--- src/rtl/steer_en_ctrl.sv ---
// Rider-detect / steering-enable FSM over left/right load-cell readings with weight hysteresis and balance timer.
// Latency: outputs registered, change one clk after the input condition; STEER reached TMR_CYCLES clks after WAIT entry.
// Backpressure: none; inputs are sampled every clk and the block never stalls its source.
module steer_en_ctrl #(
    parameter logic [11:0] MIN_RIDER_WT = 12'h200,
    parameter logic [11:0] WT_HYST      = 12'h040,
    parameter logic [25:0] TMR_CYCLES   = 26'd65_000_000
) (
    input  logic        clk,
    input  logic        rst,
    input  logic [11:0] lft_ld,
    input  logic [11:0] rght_ld,
    output logic        en_steer,
    output logic        rider_off
);

    typedef enum logic [1:0] {
        S_OFF   = 2'd0,
        S_WAIT  = 2'd1,
        S_STEER = 2'd2
    } state_t;

    state_t      state;
    state_t      nxt_state;
    logic        tmr_clr;
    logic [25:0] tmr;
    logic        tmr_full;

    logic [12:0] sum;
    logic [11:0] diff;
    logic [12:0] sum_15_16;
    logic [12:0] min_wt;
    logic [12:0] lost_wt;
    logic        sum_gt_min;
    logic        sum_lt_min;
    logic        diff_gt_1_4;
    logic        diff_gt_15_16;

    // Threshold constants widened once so every compare below is 13-bit unsigned.
    assign min_wt  = {1'b0, MIN_RIDER_WT};
    assign lost_wt = {1'b0, MIN_RIDER_WT - WT_HYST};

    // Weight and balance metrics evaluated directly on the registered A2D inputs.
    always_comb begin
        sum  = {1'b0, lft_ld} + {1'b0, rght_ld};
        diff = (lft_ld >= rght_ld) ? (lft_ld - rght_ld) : (rght_ld - lft_ld);
        // 15/16 of sum, truncated: sum minus sum/16.
        sum_15_16     = sum - {4'b0000, sum[12:4]};
        sum_gt_min    = (sum > min_wt);
        sum_lt_min    = (sum < lost_wt);
        diff_gt_1_4   = ({1'b0, diff} > {2'b00, sum[12:2]});
        diff_gt_15_16 = ({1'b0, diff} > sum_15_16);
    end

    assign tmr_full = (tmr == (TMR_CYCLES - 26'd1));

    // Qualification timer: cleared on request from the FSM, counts only while waiting for balance.
    always_ff @(posedge clk) begin
        if (rst) begin
            tmr <= '0;
        end else if (tmr_clr) begin
            tmr <= '0;
        end else if (state == S_WAIT) begin
            tmr <= tmr + 26'd1;
        end
    end

    // Next-state logic; weight loss is checked first so it wins over imbalance and timer.
    always_comb begin
        nxt_state = state;
        tmr_clr   = 1'b0;
        case (state)
            S_OFF: begin
                tmr_clr = 1'b1;
                if (sum_gt_min) begin
                    nxt_state = S_WAIT;
                end
            end
            S_WAIT: begin
                if (sum_lt_min) begin
                    nxt_state = S_OFF;
                end else if (diff_gt_1_4) begin
                    tmr_clr = 1'b1;
                end else if (tmr_full) begin
                    nxt_state = S_STEER;
                end
            end
            S_STEER: begin
                if (sum_lt_min) begin
                    nxt_state = S_OFF;
                end else if (diff_gt_15_16) begin
                    nxt_state = S_WAIT;
                    tmr_clr   = 1'b1;
                end
            end
            default: begin
                nxt_state = S_OFF;
                tmr_clr   = 1'b1;
            end
        endcase
    end

    // State register with outputs decoded from the next state so they are flop outputs, glitch-free.
    always_ff @(posedge clk) begin
        if (rst) begin
            state     <= S_OFF;
            rider_off <= 1'b1;
            en_steer  <= 1'b0;
        end else begin
            state     <= nxt_state;
            rider_off <= (nxt_state == S_OFF);
            en_steer  <= (nxt_state == S_STEER);
        end
    end

endmodule

--- config.mk ---
export PLATFORM = sky130hd
export DESIGN_NAME = steer_en_ctrl
export DESIGN_NICKNAME = d
export VERILOG_FILES = /design/src/rtl/steer_en_ctrl.sv
export SDC_FILE = /design/constraint.sdc
export NUM_CORES = 1
export LEC_CHECK = 0
export ABC_AREA = 1
export CORE_MARGIN = 4
export CORE_UTILIZATION = 55
export DETAILED_ROUTE_END_ITERATION = 10
export PLACE_DENSITY = 0.74
export SLEW_MARGIN = 20
export SYNTH_ARGS = -nofsm -noshare
export SYNTH_HDL_FRONTEND = slang
export SYNTH_SLANG_ARGS = --single-unit
export TNS_END_PERCENT = 5
--- constraint.sdc ---
create_clock -name clk -period 5.8 [get_ports clk]
set_input_delay 0.87 -clock clk [delete_from_list [all_inputs] [get_ports clk]]
set_output_delay 0.87 -clock clk [all_outputs]
set_load 0.05 [all_outputs]
==> results of run 1 <==
metrics by stage:
stage                     util [%]  area, µm²
after CTS                     61.3       5320
after floorplan                  -       4860
after global routing          62.0       5380
final                         62.0       5380
after global placement        60.4       5240
after detailed placement      60.4       5240
cells in the mapped netlist (2+ instances only):
cell type,n
nand2_1,206
inv_1,132
ha_1,69
nand3_1,66
nor2_1,48
a21oi_1,33
dfxtp_1,30
nor2_2,21
inv_2,20
xor2_1,19
nor3_1,17
nand2_2,16
o21ai_0,16
nand4_1,15
xnor2_1,10
buf_6,8
a21oi_2,7
fa_1,4
nand3_2,4
o21bai_1,4
buf_4,3
nor4_1,3
a21oi_4,2
a31oi_1,2
nand2_4,2
nor2_4,2
o211ai_1,2
or2_2,2
xor2_2,2
power by group:
group / internal [mW] / switching, mW
logic: 0.302 / 0.503
registers: 0.211 / 0.00366
clock network: 0.0804 / 0.0794
total: 0.593 / 0.586
worst register-to-register path: stages, from the launching register on:
cell and delay [ns]:
dfxtp_1 0.37, inv_1 0.12, ha_1 0.30, inv_1 0.14, nor3_1 0.31, nand3_1 0.18
nor2_1 0.19, nand2_1 0.15, inv_1 0.14, nand2_1 0.08, nor2_1 0.16, nand2_1 0.09
xor2_1 0.16, nor2_2 0.05
state kept, by name (all words and copies together), names as in the netlist:
name       cells
en_steer       1
state          2
tmr           26
rider_off      1
final timing paths:
| path | from | to | cells past startpoint |
|---|---|---|---|
| worst min register to register | tmr[1]$_SDFFE_PP0N_ | tmr[1]$_SDFFE_PP0N_ | 2 |
| worst min-delay path | tmr[1]$_SDFFE_PP0N_ | tmr[1]$_SDFFE_PP0N_ | 2 |
| worst max-delay path | lft_ld[0] | tmr[3]$_SDFFE_PP0N_ | 30 |
| worst max register to register | state[1]$_SDFF_PP0_ | tmr[24]$_SDFFE_PP0N_ | 13 |
routing by layer:
layer,GRT usage [%],wire [µm],share of wire (%)
met1,27.0,5160,42
met2,45.3,6180,51
met3,1.57,321,2.6
met4,11.0,550,4.5
met5,0,0,0
repair_timing:
| action | 4_1_cts | 5_1_grt |
|---|---|---|
| resized for setup | 0 | 8 |
| buffers inserted | 0 | 2 |
| setup endpoints to repair | 0 | 30 |
cell families after synthesis:
group / count (synthesis) / share of synthesized area [%]
AND/OR/NAND/NOR: 408 / 38.6
buffers and inverters: 164 / 14.1
AO/OA/AOI/OAI: 74 / 9.44
adder cells (fa/ha/maj): 73 / 19.4
XOR/XNOR: 31 / 5.89
flip-flops: 30 / 12.4
multiplexers: 1 / 0.206
final cells by class:
cell class              instances  area share (%)
multi-input cells             587            66.9
flip-flops and latches         30            11.2
inverters                     152            10.6
repair buffers                 40            7.39
well taps                     108            2.51
clock buffers                   5            1.28
clock inverters                 2           0.186
==> results.py, run 1 <==
metrics = {
    "cells_and_area": {
        "fin_cells": 924,
        "nNetsFinal": 915,
        "multi_input_area_um2": 3600,
        "layout_common_cells": "nand2_1, inv_1, nand3_1, ha_1, nor2_1",
        "layout-drive-gt1-share_pct": 13.0,
        "syn_to_final_growth_pct": 10.7,
        "fillers": 825,
        "mostFrequentLayoutCell": "nand2_1",
        "regArea_um2": 601,
        "antenna_cells": 0,
    },
    "die": {
        "rows": 34,
        "core_area_um2": 8680,
        "fp.dieW_um": 102,
        "die_area_um2": 10400,
        "die_h_um": 102,
        "ios": 28,
        "start_util_pct": 56.0,
    },
    "setup_path": {
        "worstSetupPathType": "primary input to flop",
        "max_stage_delay_ns": 0.52,
        "r2r_slack_ns": 3.24,
        "path_buf_inv": 6,
        "worstSetupStartpointType": "primary input",
        "cp_top_family": "simple AND/OR/NAND/NOR gates",
        "crit_path_end_kind": "flop",
        "crit_arrival_ns": 5.53,
        "critical_path.most_common_cell": "inv_1",
        "cpMaxStageDelayCell": "clkdlybuf4s50_1",
        "cp_max_fo": 13,
        "cp.required_ns": 5.97,
    },
    "sta": {
        "whs_ns": 0.496,
        "fin_crit_sh_pct": 92.5,
        "tightestPinTransition_ns": 0.727,
        "skew_ns": 0.00705,
        "fmax_mhz": 186,
        "setup_tns_ns": 0,
        "maxSlewViolCount": 0,
        "hold_violations": 0,
        "fin_ws_ns": 0.435,
        "setup_viol": 0,
        "slew_headroom_pct": 50.8,
        "min_period_ns": 5.36,
    },
    "cts": {
        "cts_tree": "built",
        "path_clk_slew_ns": 0.06,
        "cts_root_buf": "clkbuf_8",
        "clk_latency_ns": 0.28,
        "htree_levels": 2,
        "cts_made_buffers": 5,
        "cts.hold.buffers_added": 0,
        "cts_sinks": 30,
        "clock_path_buffers": 2,
    },
    "placed_design": {
        "post-place-cells": 914,
        "place_congestion": 0.944,
        "preCtsSetupSlack_ns": -0.0436,
        "hpwl_um": 10300,
        "numPortBuffers": 27,
    },
    "synth": {
        "synth_seq_area_share_pct": 12.4,
        "ys_types": 45,
        "synth.net_count": 880,
        "synth_top_area_share_pct": 17.8,
        "synth_cells": 781,
        "synth_edf_count": 0,
        "synth_ff_type": "dfxtp_1",
        "synth_area_per_cell_um2": 6.23,
        "synthTopCellsByArea": "ha_1, nand2_1, dfxtp_1",
        "ys_seq_elements": 30,
        "syn_area_um2": 4860,
        "synth_area_leader_cell": "ha_1",
        "yosysWarningCount": 0,
        "synth-async-reset-ratio_pct": 0,
    },
    "global_route": {
        "grt_pass1_wl_um": 20300,
        "grt_pass1_vias": 4852,
        "track_usage_pct": 23.9,
        "antenna_found_initial": 0,
        "grt_max_degree": 27,
        "grt_remaining_overflow": 0,
    },
    "pwr": {
        "ir_worst_vdd_mv": 0.105,
        "leakagePower_nw": 2.77,
        "finalPower_mw": 1.18,
        "power_density_nw_per_um2": 219,
    },
    "worst_hold_path": {
        "min_path_type": "flop to flop",
    },
    "route": {
        "drt-pass1-iter-count": 5,
        "via_per_inst": 5.36,
        "drc": 0,
        "ant_nets": 0,
        "drt_iter0_markers": 186,
        "num_vias": 4956,
        "wl_um": 12200,
        "wl_per_cell_um": 13.2,
    },
    "flow_run": {
        "maxCapViolations": 0,
    },
    "run_status": {
        "outcome": "finished, final reports clean",
    },
}
Power figures use the tool's default switching activity.
==> run 2: changes to the inputs <==
Settings changed: CORE_MARGIN 4 to not set.
==> results.py, run 2 (synthesis results as in run 1) <==
metrics = {
    "cells_and_area": {
        "syn_to_final_growth_pct": 11.6,
        "largest-register": "tmr",
        "fin_util_pct": 64.7,
        "reg_top3": "tmr: 26 flops, state: 2 flops",
        "nNetsFinal": 919,
        "layout_common_cells": "nand2_1, inv_1, ha_1",
        "antenna_cells": 0,
        "layout-drive-gt1-share_pct": 13.0,
        "largest_reg_flops": 26,
        "mostFrequentLayoutCell": "nand2_1",
    },
    "cts": {
        "cts.hold.buffers_added": 0,
        "cts_root_buf": "clkbuf_8",
        "cts_tree": "built",
        "path_clk_slew_ns": 0.06,
        "clk_latency_ns": 0.28,
        "cts_made_buffers": 5,
        "clock_path_buffers": 2,
        "htree_levels": 2,
        "cts_sinks": 30,
    },
    "setup_path": {
        "r2r_cells": 13,
        "cp.required_ns": 5.96,
        "worstSetupPathType": "primary input to flop",
        "worstSetupStartpointType": "primary input",
        "cpMaxStageDelayCell": "clkdlybuf4s50_1",
        "cp.depth": 29,
        "path_buf_inv": 6,
        "cp_max_fo": 8,
        "crit_arrival_ns": 5.63,
        "max_stage_delay_ns": 0.52,
        "crit_path_end_kind": "flop",
        "cp_top_family": "simple AND/OR/NAND/NOR gates",
        "critical_path.most_common_cell": "nand2_1",
    },
    "placed_design": {
        "preCtsSetupSlack_ns": -0.109,
        "numPortBuffers": 27,
        "place_congestion": 0.980,
        "hpwl_um": 10300,
    },
    "sta": {
        "tightestPinTransition_ns": 0.689,
        "slew_headroom_pct": 53.3,
        "setup_tns_ns": 0,
        "rsz0062_at_grt": "false",
        "skew_ns": 0.00249,
        "maxSlewViolCount": 0,
        "setup_viol": 0,
        "hold_violations": 0,
        "fmax_mhz": 183,
        "fin_ws_ns": 0.329,
        "min_period_ns": 5.47,
        "fin_crit_sh_pct": 94.3,
    },
    "route": {
        "drt_iter0_markers": 374,
        "drt-pass1-iter-count": 5,
        "num_vias": 4978,
        "wl_um": 12200,
        "drc": 0,
        "wl_per_cell_um": 13.1,
        "ant_nets": 0,
        "via_per_inst": 5.38,
    },
    "global_route": {
        "grt_max_degree": 11,
        "grt_pass1_wl_um": 20000,
        "track_usage_pct": 27.7,
        "grt_pass1_vias": 4578,
        "antenna_found_initial": 0,
        "grt_remaining_overflow": 0,
    },
    "worst_hold_path": {
        "hold_depth": 2,
        "min_path_type": "flop to flop",
    },
    "pwr": {
        "ir_worst_vdd_mv": 0.0978,
        "power_density_nw_per_um2": 220,
        "leakagePower_nw": 2.80,
    },
    "die": {
        "die_area_um2": 9220,
        "ios": 28,
        "start_util_pct": 58.0,
        "die_h_um": 96.0,
        "rows": 33,
        "fp.dieW_um": 96.0,
        "core_area_um2": 8380,
    },
    "flow_run": {
        "maxCapViolations": 0,
    },
    "run_status": {
        "outcome": "finished, final reports clean",
    },
}
[run 2: cell count changes in the layout (fill, tap and decap cells not counted), sizes merged]
cell	before	now
buf	12	17
clkinv	2	1
clkbuf	6	7
[run 2: metal layers]
layer | part of all wire, % | track usage [%] | vias to the layer above
li1 | - | - | 2547
met1 | 48 | 37.6 | 2261
met2 | 45 | 46.9 | 145
met3 | 4.6 | 2.69 | 25
met4 | 1.6 | 6.59 | 0
met5 | 0 | 0 | -
[run 2: final cells by class]
class                           instances  area, µm²
Fill cell                             798       2960
Timing Repair Buffer                   44        435
Clock inverter                          1       5.00
Multi-Input combinational cell        587       3600
Inverter                              152        571
Sequential cell                        30        601
Tap cell                              105        131
Clock buffer                            7       86.3
[run 2: worst paths after layout]
kind                                           start                   end  slack, ns
worst min register to register  tmr[16]$_SDFFE_PP0N_  tmr[16]$_SDFFE_PP0N_       0.49
worst max register to register   state[1]$_SDFF_PP0_  tmr[24]$_SDFFE_PP0N_       3.22
worst min-delay path            tmr[16]$_SDFFE_PP0N_  tmr[16]$_SDFFE_PP0N_       0.49
worst max-delay path                       lft_ld[4]   tmr[7]$_SDFFE_PP0N_       0.33
[run 2: stage by stage]
stage / power (mW) / instance area (µm²) / std cells / hold slack, ns
2_1_floorplan: 0.804 / 4860 / 781 / 0.466
3_3_place_gp: 0.973 / 5300 / 916 / 0.479
3_5_place_dp: 1.00 / 5300 / 916 / 0.484
4_1_cts: 1.18 / 5390 / 924 / 0.495
5_1_grt: 1.31 / 5430 / 926 / 0.529
6_report: 1.19 / 5430 / 926 / 0.493
[run 2: power breakdown]
group | internal [mW] | switching (mW) | leakage [nW]
registers | 0.211 | 0.00449 | 0.242
logic | 0.308 | 0.494 | 2.51
clock network | 0.0955 | 0.0787 | 0.0482
[run 2: worst reg2reg max path: stages (launching register included)]
cell	delay [ns]
dfxtp_1	0.38
inv_1	0.13
ha_1	0.28
inv_1	0.14
nor3_1	0.29
nand3_1	0.18
nor2_1	0.21
nand2_1	0.16
inv_1	0.15
nand2_1	0.09
nor2_1	0.17
nand2_1	0.09
xor2_1	0.16
nor2_2	0.05
[run 2: timing repair]
item	CTS	global route
endpoints found under the setup margin	0	26
buffers inserted	0	2
gates resized for setup	0	4
